[src/rtl/ll_window_accum_if.sv]
// ll_window_accum_if: sample stream in, line-length feature and status out
interface ll_window_accum_if #(
    parameter int data_width = 32,
    parameter int WIN        = 16
);
    localparam int acc_width = data_width + $clog2(WIN);
    logic [data_width-1:0] din;
    logic                  din_valid;
    logic                  clear;
    logic [acc_width-1:0]  threshold;
    logic [acc_width-1:0]  ll_sum;
    logic                  sum_valid;
    logic                  window_full;
    logic                  detect;
    logic                  sat_flag;
    modport master (
        output din, din_valid, clear, threshold,
        input  ll_sum, sum_valid, window_full, detect, sat_flag
    );
    modport slave (
        input  din, din_valid, clear, threshold,
        output ll_sum, sum_valid, window_full, detect, sat_flag
    );
endinterface

[src/rtl/ll_window_accum.sv]
// ll_window_accum: sliding-window line-length sum over WIN samples, emitted every STRIDE samples
module ll_window_accum #(
    parameter int data_width = 32,
    parameter int WIN        = 16,
    parameter int STRIDE     = 1
) (
    input  logic clk,
    input  logic rst_n,
    ll_window_accum_if.slave bus
);
    localparam int AW = data_width + $clog2(WIN);
    localparam int PW = $clog2(WIN);
    localparam int SW = $clog2(STRIDE + 1);
    localparam logic [PW-1:0] PLAST = PW'(WIN - 1);
    localparam logic [SW-1:0] SLAST = SW'(STRIDE - 1);
    localparam logic [data_width-1:0] DMAX = {1'b0, {(data_width-1){1'b1}}};

    typedef enum logic {FILL, RUN} state_t;
    state_t state, state_n;

    logic [data_width-1:0] mem [WIN];
    logic [data_width-1:0] d, old;
    logic [PW-1:0]         wr_ptr;
    logic [SW-1:0]         scnt;
    logic [AW-1:0]         ll_sum, sum_next;
    logic                  acc, neg, fire, sum_valid, window_full, detect, sat_flag;

    assign acc      = bus.din_valid && !bus.clear;
    assign neg      = bus.din[data_width-1];
    assign d        = neg ? DMAX : bus.din;
    // During FILL the slot at wr_ptr holds stale data, so nothing is removed
    assign old      = mem[wr_ptr];
    assign sum_next = ll_sum + AW'(d) - (state == RUN ? AW'(old) : '0);

    always_ff @(posedge clk or negedge rst_n)
        if (!rst_n) state <= FILL;
        else state <= state_n;

    always_comb begin
        state_n = state;
        fire    = 1'b0;
        if (bus.clear) state_n = FILL;
        else if (acc) begin
            fire    = (state == FILL) ? (wr_ptr == PLAST) : (scnt == SLAST);
            state_n = fire ? RUN : state;
        end
    end

    always_ff @(posedge clk)
        if (acc) mem[wr_ptr] <= d;

    always_ff @(posedge clk or negedge rst_n) begin
        if (!rst_n) begin
            ll_sum      <= '0;
            wr_ptr      <= '0;
            scnt        <= '0;
            sum_valid   <= 1'b0;
            window_full <= 1'b0;
            detect      <= 1'b0;
            sat_flag    <= 1'b0;
        end else if (bus.clear) begin
            ll_sum      <= '0;
            wr_ptr      <= '0;
            scnt        <= '0;
            sum_valid   <= 1'b0;
            window_full <= 1'b0;
            detect      <= 1'b0;
        end else begin
            sum_valid <= fire;
            if (acc) begin
                ll_sum <= sum_next;
                wr_ptr <= wr_ptr + 1'b1;
                scnt   <= (fire || state == FILL) ? '0 : scnt + 1'b1;
                if (fire) window_full <= 1'b1;
                if (fire) detect <= sum_next > bus.threshold;
                if (neg) sat_flag <= 1'b1;
            end
        end
    end

    assign bus.ll_sum      = ll_sum;
    assign bus.sum_valid   = sum_valid;
    assign bus.window_full = window_full;
    assign bus.detect      = detect;
    assign bus.sat_flag    = sat_flag;
endmodule

[src/flat_wrapper.sv]
// flat-port wrapper written by rule: the top's interface ports become plain ports
module ll_window_accum_flat 
#(
    parameter int data_width = 32,
    parameter int WIN        = 16,
    parameter int STRIDE     = 1
)
  (clk, rst_n, bus_din, bus_din_valid, bus_clear, bus_threshold, bus_ll_sum, bus_sum_valid, bus_window_full, bus_detect, bus_sat_flag);
  ll_window_accum_if #(.data_width(data_width), .WIN(WIN)) bus_i ();
  input  logic clk;
  input  logic rst_n;
  input wire logic [$bits(bus_i.din)-1:0] bus_din;
  input wire logic [$bits(bus_i.din_valid)-1:0] bus_din_valid;
  input wire logic [$bits(bus_i.clear)-1:0] bus_clear;
  input wire logic [$bits(bus_i.threshold)-1:0] bus_threshold;
  output wire logic [$bits(bus_i.ll_sum)-1:0] bus_ll_sum;
  output wire logic [$bits(bus_i.sum_valid)-1:0] bus_sum_valid;
  output wire logic [$bits(bus_i.window_full)-1:0] bus_window_full;
  output wire logic [$bits(bus_i.detect)-1:0] bus_detect;
  output wire logic [$bits(bus_i.sat_flag)-1:0] bus_sat_flag;
  assign bus_i.din = bus_din;
  assign bus_i.din_valid = bus_din_valid;
  assign bus_i.clear = bus_clear;
  assign bus_i.threshold = bus_threshold;
  assign bus_ll_sum = bus_i.ll_sum;
  assign bus_sum_valid = bus_i.sum_valid;
  assign bus_window_full = bus_i.window_full;
  assign bus_detect = bus_i.detect;
  assign bus_sat_flag = bus_i.sat_flag;
  ll_window_accum #(.data_width(data_width), .WIN(WIN), .STRIDE(STRIDE)) u_core (.clk(clk), .rst_n(rst_n), .bus(bus_i));
endmodule
[config.mk]
export PLATFORM = sky130hd
export DESIGN_NAME = ll_window_accum_flat
export DESIGN_NICKNAME = d
export VERILOG_FILES = /design/src/rtl/ll_window_accum_if.sv /design/src/rtl/ll_window_accum.sv /design/src/flat_wrapper.sv
export SDC_FILE = /design/constraint.sdc
export NUM_CORES = 1
export LEC_CHECK = 0
export CORE_ASPECT_RATIO = 1.2
export CORE_UTILIZATION = 65
export CTS_CLUSTER_DIAMETER = 150
export DETAILED_ROUTE_END_ITERATION = 16
export PLACE_DENSITY = 0.83
export SLEW_MARGIN = 40
export SYNTH_ARGS = -nofsm -noshare
export SYNTH_HDL_FRONTEND = slang
export SYNTH_SLANG_ARGS = --single-unit
[constraint.sdc]
create_clock -name clk -period 16.7 [get_ports clk]
set_clock_uncertainty 0.05 [all_clocks]
set_input_delay 3.34 -clock clk [delete_from_list [all_inputs] [get_ports clk]]
set_output_delay 3.34 -clock clk [all_outputs]
set_load 0.005 [all_outputs]
Word level (Yosys, flattened, before mapping)
Memory sizes are Yosys's and may differ from the RTL's.
Index checks and enable logic that the tools add are counted.
W data, S select, Z words.
{"block": "op_classes", "n_addsub": 4, "order_cmp": 1, "n_eq_ne": 1, "mux": 24, "bitwise": 3, "n_reduce_logical": 9}
{"op": "$mux W36", "count": 2}
{"op": "$add A36 B32 Y36", "count": 1}
{"op": "$gt A36 B36 Y1", "count": 1}
{"op": "$sub A36 B36 Y36", "count": 1}
{"op": "$mux W32", "count": 1}
{"op": "$mux W31", "count": 1}
{"op": "$mux W1", "count": 18}
{"op": "$mux W4", "count": 2}
{"op": "$reduce_bool A2 Y1", "count": 3}
{"op": "$add A4 B1 Y4 const B", "count": 1}
{"op": "$eq A4 B4 Y1 const B", "count": 1}
{"op": "$reduce_and A2 Y1", "count": 2}
{"op": "$not A1 Y1", "count": 3}
{"op": "$reduce_and A3 Y1", "count": 1}
{"op": "$add A1 B1 Y1 const B", "count": 1}
{"op": "$logic_and A1 B1 Y1", "count": 1}
{"op": "$logic_not A1 Y1", "count": 1}
{"op": "$logic_or A1 B1 Y1", "count": 1}
{"block": "totals", "reg_bits": 46, "ram_bits": 496, "word_cells": 51, "mem_count": 1}
{"name": "u_core.mem", "depth": 16, "width": 31, "read_ports": 1, "rd_clocked_by_memory_dff": 0, "write_ports": 1, "line_no": "ll_window_accum.sv:21", "source": "logic [data_width-1:0] mem [WIN];"}

Logic depth before layout (Yosys ltp)
Gate-level depths: netlist (run 1).
{"block": "logic_depth", "depth_word": 8, "ltp_mapped": 25, "mapped_depth_nobuf": 23}

Least setup slack after synthesis (run 1)
OpenSTA, ideal clock, no wires.
{"block": "synth_timing", "path_type": "in2reg", "startpoint": "input port bus_din[31]", "endpoint": "register u_core.detect, in the netlist u_core.bus.detect", "setup_time_ns": 0.120, "arrival_time_ns": 7.448, "path_slack_ns": 9.082, "cell_stages": 18, "n_path_buf": 2, "cell_sequence": "clkbuf_1 or2_2 fa_1 ha_1 buf_6 nand2_4 or3_1 a211oi_2 o31ai_2 a2111oi_4 nor2_1 xnor2_1 ha_1 nand4_1 nor3_1 nand2_1 or3_1 a31o_2"}
{"block": "synth_via", "elab_chain_cells": 7}
{"element": "from (decl)", "line_no": "flat_wrapper.sv:12", "source": "input wire logic [$bits(bus_i.din)-1:0] bus_din;"}
{"element": "$mux W31", "line_no": "ll_window_accum.sv:30", "source": "assign d = neg ? DMAX : bus.din;"}
{"element": "via u_core.d[11]", "line_no": "ll_window_accum.sv:22", "source": "logic [data_width-1:0] d, old;"}
{"element": "$add A36 B32 Y36", "line_no": "ll_window_accum.sv:33", "source": "assign sum_next = ll_sum + AW'(d) - (state == RUN ? AW'(old) : '0);"}
{"element": "$sub A36 B36 Y36", "line_no": "ll_window_accum.sv:33"}
{"element": "$gt A36 B36 Y1", "line_no": "ll_window_accum.sv:75", "source": "if (fire) detect <= sum_next > bus.threshold;"}
{"element": "$mux W1", "line_no": "ll_window_accum.sv:75"}
{"element": "$mux W1", "line_no": "ll_window_accum.sv:70", "source": "if (acc) begin"}
{"element": "$mux W1", "line_no": "ll_window_accum.sv:61", "source": "end else if (bus.clear) begin"}
{"element": "to (signal assigned)", "line_no": "ll_window_accum.sv:75"}
{"element": "to (decl)", "line_no": "ll_window_accum.sv:26", "source": "logic acc, neg, fire, sum_valid, window_full, detect, sat_flag;"}
The timed path passes the listed nets, and every way through them passes these cells. The select of a mux whose other input is x is not followed.
A chain may end at the register's enable or synchronous reset.

Final worst setup path (run 1)
{"block": "layout_timing", "startpoint": "input port bus_din[12]", "endpoint": "register u_core.detect, in the netlist u_core.bus.detect"}
Same word-level chain as after synthesis.

==> results of run 1 <==
[path summary, 6_finish.rpt]
path | from | slack, ps | cells after the start | to
setup reg to reg | u_core.wr_ptr[0] | 8930 | 23 | u_core.bus.detect
min in group asynchronous | rst_n | 2800 | 2 | u_core.bus.ll_sum[0]
hold reg to reg | u_core.bus.sat_flag | 430 | 1 | u_core.bus.sat_flag
max in group asynchronous | rst_n | 13280 | 2 | u_core.wr_ptr[0]
setup / recovery | bus_din[12] | 8670 | 18 | u_core.bus.detect
hold / removal | u_core.bus.sat_flag | 430 | 1 | u_core.bus.sat_flag
[cell usage after synthesis, types with 4 or more instances]
library cell and count:
dfrtp_1 46, nor3b_1 4, mux4_2 155, mux2i_1 25
inv_1 69, clkbuf_1 38, buf_1 11, buf_2 8
xor2_1 14, a21oi_1 47, o21bai_1 9, nor2b_1 5
nand2_1 69, ha_1 76, buf_6 5, or2_2 29
nand4_1 17, a31oi_1 8, xnor2_1 24, nor2_1 77
and2_1 9, nand2b_1 7, fa_1 31, o21a_1 8
edfxtp_1 496, nand3b_1 6, nor3_1 14, a211oi_1 4
nand3_1 9, o211ai_1 6, o21ai_0 19, a21o_1 31
[registers in the layout, summed over array words and instances (netlist names)]
signal,cells
u_core.bus.ll_sum,36
u_core.mem,496
u_core.state,1
u_core.bus.window_full,1
u_core.bus.sat_flag,1
u_core.wr_ptr,4
u_core.bus.sum_valid,1
u_core.scnt,1
u_core.bus.detect,1
[cells by family after synthesis]
group           after synthesis
fa+ha+maj                   107
mux                         181
simple gates                264
compound gates              168
buf+inv                     138
flops                       542
xor+xnor                     38
[critical path: stages]
cell             delay (ps)
clkdlybuf4s50_1         510
or2_2                   480
fa_1                    480
ha_1                    450
a21oi_1                 120
o21ai_0                 510
a31o_2                  300
nor4b_1                 390
nor4_1                  110
a211o_1                 290
xnor2_1                 150
xnor2_1                 130
ha_1                    290
nand4_1                 120
nor2_1                  170
nand2_1                  60
or3_1                   300
a31o_2                  240
[cell usage in the layout (no fill, tap or decap), drive strengths merged, types with 5 or more instances in the layout]
cell,count
buf,32
and2,10
mux2i,25
xnor2,24
mux4,155
nand2,70
nand4,17
or2,29
clkinv,19
inv,73
dfrtp,46
a31oi,8
o21a,8
nand3b,6
clkbuf,64
ha,76
xor2,14
o21ai,21
nor2,77
edfxtp,496
a21o,33
a211oi,5
a21oi,48
nand2b,7
nor3,14
clkdlybuf4s50,107
nand3,9
o21bai,9
fa,31
o211ai,7
nor2b,5
[metrics by stage]
stage | instances | power [uW] | instance area, um2
after floorplan | 1438 | 2420 | 24800
after global placement | 1982 | 2720 | 26400
after detailed placement | 1982 | 2750 | 26400
after CTS | 2075 | 3890 | 28100
after global routing | 2075 | 4070 | 28100
final | 2075 | 3900 | 28100
[where the power goes]
group | internal (uW) | leakage [uW] | switching, uW
clock | 645 | 0.000789 | 507
sequential | 1520 | 0.00499 | 51.1
combinational | 524 | 0.00369 | 656
total | 2690 | 0.00947 | 1210
[area by class of cell]
type	count	area, um2	share of cell area (%)
flip-flops and latches	542	16100	57.2
multi-input cells	758	8240	29.3
repair buffers	139	1310	4.67
clock inverters	29	260	0.927
inverters	69	259	0.922
clock buffers	64	1370	4.87
well taps	474	593	2.11
[routing by layer]
layer,GRT usage (%),share of wire [%]
met5,0,0
met4,15.3,4.7
met3,5.65,9.9
met2,56.2,49
met1,46.2,37
==> metrics, run 1 <==
worst-path maximum fanout 17; final setup fails 0; worst slack, placed 8230 ps; share of cells above drive strength 1 20.3%; total track usage 34.3%; Synth Area in XOR/XNOR 1.34%; HPWL after DPL 37600 um; Syn Std Cell Area 24800 um2; Top-Level Pins 112; Fin Setup TNS 0 ps; Seq cells post-synth 542; RSZ-0062 raised after global routing no; first-pass GRT wire length 95500 um; CP arrival 8460 ps; Post CTS Setup Buffer Count 0; cell count after synthesis 1438; Routed wire per std cell 31.1 um; Compound-Gate Fraction of Synth Area 4.68%; sequential cell area fraction in the yosys report 64.8%; layout net count 1739; drt first pass iters 5; crit path time final 8030 ps; period utilisation layout 48.1%; Worst-path clk slew 70 ps; max-cap violations 0; Die ar. 38900 um2; Synth Area in Adders 6.35%; Clk Latency, worst-skew pair 580 ps; Main synth FF type edfxtp_1; largest family of logic cells by synthesized area multiplexers; Clock Path Buffers 3; PnR worst setup slack 8670 ps; Final Util 75.5%; P&R area growth vs syn 13.4%; WHS 433 ps; Worst Setup End Kind flop; clk sinks 542; ys async rst share 8.49%; H-tree depth 2; Syn Area/Cell 17.2 um2; Initial Util 66.6%; f_max 125 MHz; clock root buffer clkbuf_16; Rows 77; Hold-fix buffers, CTS 0; simple-gate share of the synthesized area 5.25%; ant diodes 0; CTS Buf Count 50; number of synthesized flops with an enable pin 496; die height 216 um; drt initial violations 1876; worst vdd ir 0.0891 mV; warnings from Yosys 0; area leader, netlist edfxtp_1; Slew headroom 47.5%; worst slew pin tran 788 ps; CP startpoint kind input port; max-slew violation count 0; CTS tree built; number of distinct library cells after synthesis 74; pwr/cell area 139 nW/um2; Synth area leaders edfxtp_1 60%, mux4_2 14%, dfrtp_1 4.6%; gr ovfl total 0; final-report hold violation count 0; Hold/Removal Path Class reg -> reg; Post-DRT Antenna Nets 0; CP Class in -> reg; Die Wd 180 um; initial antenna violation count 2; Static Leak 0.00947 uW; drt total wl 64500 um; core area 37200 um2; GPL Wtd Cong 0.955; vias in the first global route 14799; IO Port Bufs 111; FILL cells 1996; syn_nets 1617; Post-route DRC 0; share of the synthesized area in the top cell type 60.1%; Via density 6.98; Req. time, crit path 17120 ps; DR vias 14486; largest net degree at the start of global routing 65; post-synthesis mux area share 15.2%; Post-CTS Resized 0; status finished, final reports clean
(Power assumes the default switching activity.)
==> run 2, diff against run 1 <==
CORE_UTILIZATION = 61   (was 65)
PLACE_DENSITY = 0.78   (was 0.83)
clock period = 7.9 ns   (was 16.7 ns; I/O delays follow)
==> metrics, run 2 (synthesis gave the netlist of run 1 again) <==
RSZ-0062 raised after global routing no; P&R area growth vs syn 14.0%; max-slew violation count 0 (unchanged); IO Port Bufs 111 (unchanged); worst slew pin tran 776 ps (-12.4 ps); largest net degree at the start of global routing 58 (-11%); final-report hold violation count 0 (unchanged); first-pass GRT wire length 91300 um (-4.3%); Finished Cell Area 28200 um2 (+0.51%); drt total wl 62300 um (-3.4%); max-cap violations 0 (unchanged); H-tree depth 2 (unchanged); Post-CTS Resized 0 (unchanged); Routed wire per std cell 29.1 um (-6.4%); max reg flops 496 (unchanged); DR vias 14038 (-3.1%); status finished, final reports clean; final setup fails 0 (unchanged); crit path time final 6810 ps; Hold/Removal Path Class reg -> reg; Top-Level Pins 112 (unchanged); Die ar. 41400 um2 (+6.5%); Static Leak 0.00953 uW (+0.61%); die height 223 um (+3.2%); Hold-fix buffers, CTS 0 (unchanged); PnR worst setup slack 1090 ps (-7580 ps); DP Area 26600 um2 (+0.76%); Clk Latency, worst-skew pair 600 ps (+20 ps); Post CTS Setup Buffer Count 0 (unchanged); vias in the first global route 14344 (-3.1%); layout net count 1750 (+0.63%); Rows 80 (+3.9%); total track usage 31.2% (-3.2 points); pwr/cell area 288 nW/um2 (+110%); Die Wd 186 um (+3.2%); clock root buffer clkbuf_16; worst vdd ir 0.178 mV (+100%); worst-path maximum fanout 27 (+10); Initial Util 62.0% (-4.6 points); core area 39900 um2 (+7.4%); worst reg2reg setup slack 1090 ps (-7840 ps); Worst Setup End Kind flop; Via density 6.55 (-6.1%); Post-DRT Antenna Nets 0 (unchanged); top flop regs u_core.mem x496, u_core.bus.ll_sum x36, u_core.wr_ptr x4; drt initial violations 1328 (-29%); clk sinks 542 (unchanged); worst slack, placed 898 ps (-7330 ps); initial antenna violation count 1 (-1); Slew headroom 48.3% (+0.83 points); Clock Path Buffers 3 (unchanged); CTS tree built; CP startpoint kind flop; CP Class reg -> reg; Worst-path clk slew 60 ps (about the same); Req. time, crit path 8310 ps (-8810 ps); gr ovfl total 0 (unchanged); fin cells 2142 (+3.2%); placed cell count 2050 (+3.4%); CP arrival 7220 ps (-1240 ps); f_max 147 MHz; GPL Wtd Cong 0.889 (-7.0%); Fin Setup TNS 0 ps (unchanged); period utilisation layout 86.2%; HPWL after DPL 36600 um (-2.7%); drt first pass iters 7 (+2); CTS Buf Count 51 (+2.0%); Post-route DRC 0 (unchanged); most frequent cells in the layout 496 x edfxtp_1, 155 x mux4_2, 108 x clkdlybuf4s50_1; share of cells above drive strength 1 21.1% (+0.84 points); largest reg by FF count u_core.mem; commonest non-fill, non-tap cell in the layout edfxtp_1
[run 2: changes by cell type in the layout (fill, tap and decap cells not counted), sizes merged]
cell           before  now
buf                32   41
clkinv             19   23
inv                73   69
clkbuf             64   61
bufinv              4    3
clkdlybuf4s50     107  108
clkinvlp            2    3
diode               0    1
[run 2: through the flow]
| step | total power, uW | hold slack [ps] | utilization, % |
|---|---|---|---|
| final | 8140 | 414 | 70.7 |
| after global routing | 8530 | 444 | 70.7 |
| after CTS | 8150 | 415 | 70.6 |
| after detailed placement | 5830 | 404 | 66.7 |
| after global placement | 5780 | 393 | 66.7 |
| after floorplan | 5120 | 401 | - |
[run 2: worst paths after layout]
check / endpoint / cells past startpoint / from
max in group asynchronous: u_core.wr_ptr[0] / 2 / rst_n
worst max register to register: u_core.bus.detect / 21 / u_core.wr_ptr[0]
min in group asynchronous: u_core.bus.ll_sum[4] / 2 / rst_n
worst min register to register: u_core.bus.sat_flag / 1 / u_core.bus.sat_flag
worst min-delay path: u_core.bus.sat_flag / 1 / u_core.bus.sat_flag
worst max-delay path: u_core.bus.detect / 21 / u_core.wr_ptr[0]
[run 2: power breakdown]
| part | switching, uW | internal, uW |
|---|---|---|
| Clock | 1060 | 1290 |
| Combinational | 1370 | 1120 |
| Sequential | 106 | 3210 |
[run 2: critical path, stage by stage (launching register included)]
cell and delay, ps:
dfrtp_4 710, buf_12 300, buf_4 320, mux4_2 570
mux4_2 520, nand2_1 110, fa_1 430, ha_1 410
nand2_1 90, o21ai_0 340, nor3b_1 390, o31ai_2 180
a2111oi_4 620, o21bai_1 180, nand2_1 130, xor2_1 80
ha_1 300, nand4_1 150, nor2_1 190, nand2_1 70
or3_1 310, a31o_2 250
[run 2: metal layers]
| layer | track usage, % | up-vias | wire length (um) |
|---|---|---|---|
| met4 | 14.2 | 0 | 3010 |
| li1 | - | 5906 | - |
| met5 | 0 | - | 0 |
| met3 | 5.41 | 162 | 5340 |
| met2 | 50.6 | 797 | 30500 |
| met1 | 41.5 | 7173 | 23400 |
[run 2: area by class of cell]
cell class	instances	area (um2)
Inverter	69	259
Sequential cell	542	16100
Antenna cell	1	2.50
Clock inverter	29	248
Clock buffer	61	1310
Fill cell	2349	11700
Multi-Input combinational cell	758	8230
Timing Repair Buffer	149	1460
Tap cell	533	667
==> run 3, diff against run 2 <==
CORE_UTILIZATION = 64   (was 61)
DONT_BUFFER_PORTS = 1   (was default)
==> metrics, run 3 (synthesis gave the netlist of run 1 again) <==
drt total wl 63600 um (+2.1%); Sw Ratio 31.3% (+0.29 points); f_max 144 MHz (-1.8%); Routed wire per std cell 32.2 um (+11%); status finished, final reports clean; CP Class reg -> reg; Clock Path Buffers 3 (unchanged); vias in the first global route 14260 (-0.59%); Post CTS Setup Buffer Count 0 (unchanged); largest net degree at the start of global routing 57 (-1.7%); Top-Level Pins 112 (unchanged); Die Wd 182 um (-2.3%); Final Util 71.3% (+0.59 points); H-tree depth 2 (unchanged); worst reg2reg setup slack 970 ps (-130 ps); Clock Power Share 29.5% (+0.7 points); drt initial violations 1645 (+24%); Initial Util 65.2% (+3.2 points); sequential share of power 41.7% (+1.0 points); clock root buffer clkbuf_16; max-slew violation count 0 (unchanged); CP arrival 7360 ps (+140 ps); core area 38000 um2 (-4.9%); RSZ-0062 raised after global routing no; Hold/Removal Path Class reg -> reg; Combinational Power Share 28.8% (-1.7 points); drt first pass iters 5 (-2); HPWL after DPL 37200 um (+1.5%); Req. time, crit path 8330 ps (+20 ps); Die ar. 39500 um2 (-4.6%); DR vias 13712 (-2.3%); most frequent cells in the layout 496 x edfxtp_1, 155 x mux4_2, 76 x ha_1; Rows 78 (-2.5%); worst slew pin tran 920 ps (+144 ps); CP endpoint u_core.bus.detect; Post-route DRC 0 (unchanged); largest reg by FF count u_core.mem; die height 217 um (-2.4%); PnR worst setup slack 966 ps (-126 ps); FF-to-FF End u_core.bus.detect; Post-CTS Resized 0 (unchanged); pwr/cell area 296 nW/um2 (+2.5%); crit path time final 6930 ps (+126 ps); Slew headroom 38.7% (-9.6 points); Max stage delay on crit path 720 ps (about the same); CTS tree built; Hold-fix buffers, CTS 0 (unchanged); initial antenna violation count 4 (+3); worst-path maximum fanout 23 (-15%); slowest stage cell, crit path dfrtp_4; CTS Buf Count 50 (-2.0%); P&R area growth vs syn 9.25%; Worst Setup End Kind flop; Via density 6.95 (+6.1%); CP startpoint kind flop; worst vdd ir 0.168 mV (-5.5%); switching power 2510 uW (-0.86%); Static Leak 0.00908 uW (-4.7%); first-pass GRT wire length 92500 um (+1.3%); layout net count 1632 (-6.7%); Worst-path clk slew 70 ps (about the same); gr ovfl total 0 (unchanged); CP Cell Sequence buf_12 -> buf_16 -> mux4_2 -> mux4_2 -> and2_1 -> ha_1 -> inv_1 -> ha_1 -> inv_1 -> fa_1 -> and2b_1 -> o2111ai_1 -> a211oi_2 -> o31ai_2 -> a2111oi_4 -> nor2_1 -> xnor2_1 -> ha_1 -> a21o_1 -> a21oi_1 -> o211ai_1 -> o21ai_0 -> o211ai_1 -> a31o_2; Reg-to-Reg Start u_core.wr_ptr[0]; max-cap violations 0 (unchanged); Post-DRT Antenna Nets 0 (unchanged); crit path launch u_core.wr_ptr[0]; top flop regs u_core.mem x496, u_core.bus.ll_sum x36, u_core.wr_ptr x4; max reg flops 496 (unchanged); worst slack, placed 940 ps (+41.7 ps); final-report hold violation count 0 (unchanged); commonest non-fill, non-tap cell in the layout edfxtp_1; IO Port Bufs 0 (-100%); GPL Wtd Cong 0.898 (+1.0%); total track usage 33.2% (+2.0 points); Fin Setup TNS 0 ps (unchanged); Int Power 5490 uW (-2.2%); final setup fails 0 (unchanged); Crit path top cell by count ha_1; FF-to-FF path depth 24 (+14%); share of cells above drive strength 1 21.9% (+0.75 points); period utilisation layout 87.8% (+1.6 points); clk sinks 542 (unchanged); Clk Latency, worst-skew pair 590 ps (about the same)
run 3: changes by cell type in the layout (fill, tap and decap cells not counted), sizes merged:
cell	before	now
buf	41	32
inv	69	72
clkbuf	61	60
clkdlybuf4s50	108	0
diode	1	3
clkinvlp	3	2
clkinv	23	20
run 3: cell type report:
class,instances,area [um2]
Antenna cell,3,7.51
Multi-Input combinational cell,758,8230
Clock buffer,60,1310
Tap cell,480,601
Fill cell,2237,10900
Sequential cell,542,16100
Timing Repair Buffer,32,323
Inverter,69,259
Clock inverter,28,269
run 3: power groups by stage:
| stage | clock network (uW) | registers, uW | logic (uW) |
|---|---|---|---|
| 6_report | 2360 | 3340 | 2300 |
| 5_1_grt | 2480 | 3350 | 2550 |
| 4_1_cts | 2380 | 3340 | 2290 |
| 2_1_floorplan | 0 | 3340 | 1790 |
| 3_5_place_dp | 0 | 3400 | 2270 |
| 3_3_place_gp | 0 | 3410 | 2190 |
run 3: worst max-delay path: cells and delay by family, from the launching register on:
family,cells,cell delay (ps)
flops,1,720
buf+inv,4,570
simple gates,3,540
compound gates,10,2470
fa+ha+maj,4,1150
mux,2,1070
xor+xnor,1,220
run 3: metrics by stage:
stage                     cell area, um2  hold slack, ps  instances  total power (uW)
after global placement             25400             416       1877              5600
final                              27100             448       1972              8000
after detailed placement           25500             441       1881              5670
after global routing               27100             462       1972              8380
after floorplan                    24800             401       1438              5120
after CTS                          27100             453       1969              8010
run 3: worst min path at each step:
stage	start	endpoint	slack [ps]	cells after the start
after detailed placement	u_core.bus.sat_flag	u_core.bus.sat_flag	440	1
after global placement	u_core.bus.sat_flag	u_core.bus.sat_flag	420	1
after floorplan	u_core.bus.sat_flag	u_core.bus.sat_flag	400	1
after CTS	u_core.bus.sat_flag	u_core.bus.sat_flag	450	1
final	u_core.bus.sat_flag	u_core.bus.sat_flag	450	1
after global routing	u_core.bus.sat_flag	u_core.bus.sat_flag	460	1
run 3: metal layers:
metal	GRT usage [%]	vias to the layer above	routed length (um)
li1	-	5675	-
met1	43.1	6968	23300
met2	55.2	910	31700
met3	7.26	159	6360
met4	13.3	0	2290
met5	0	-	0
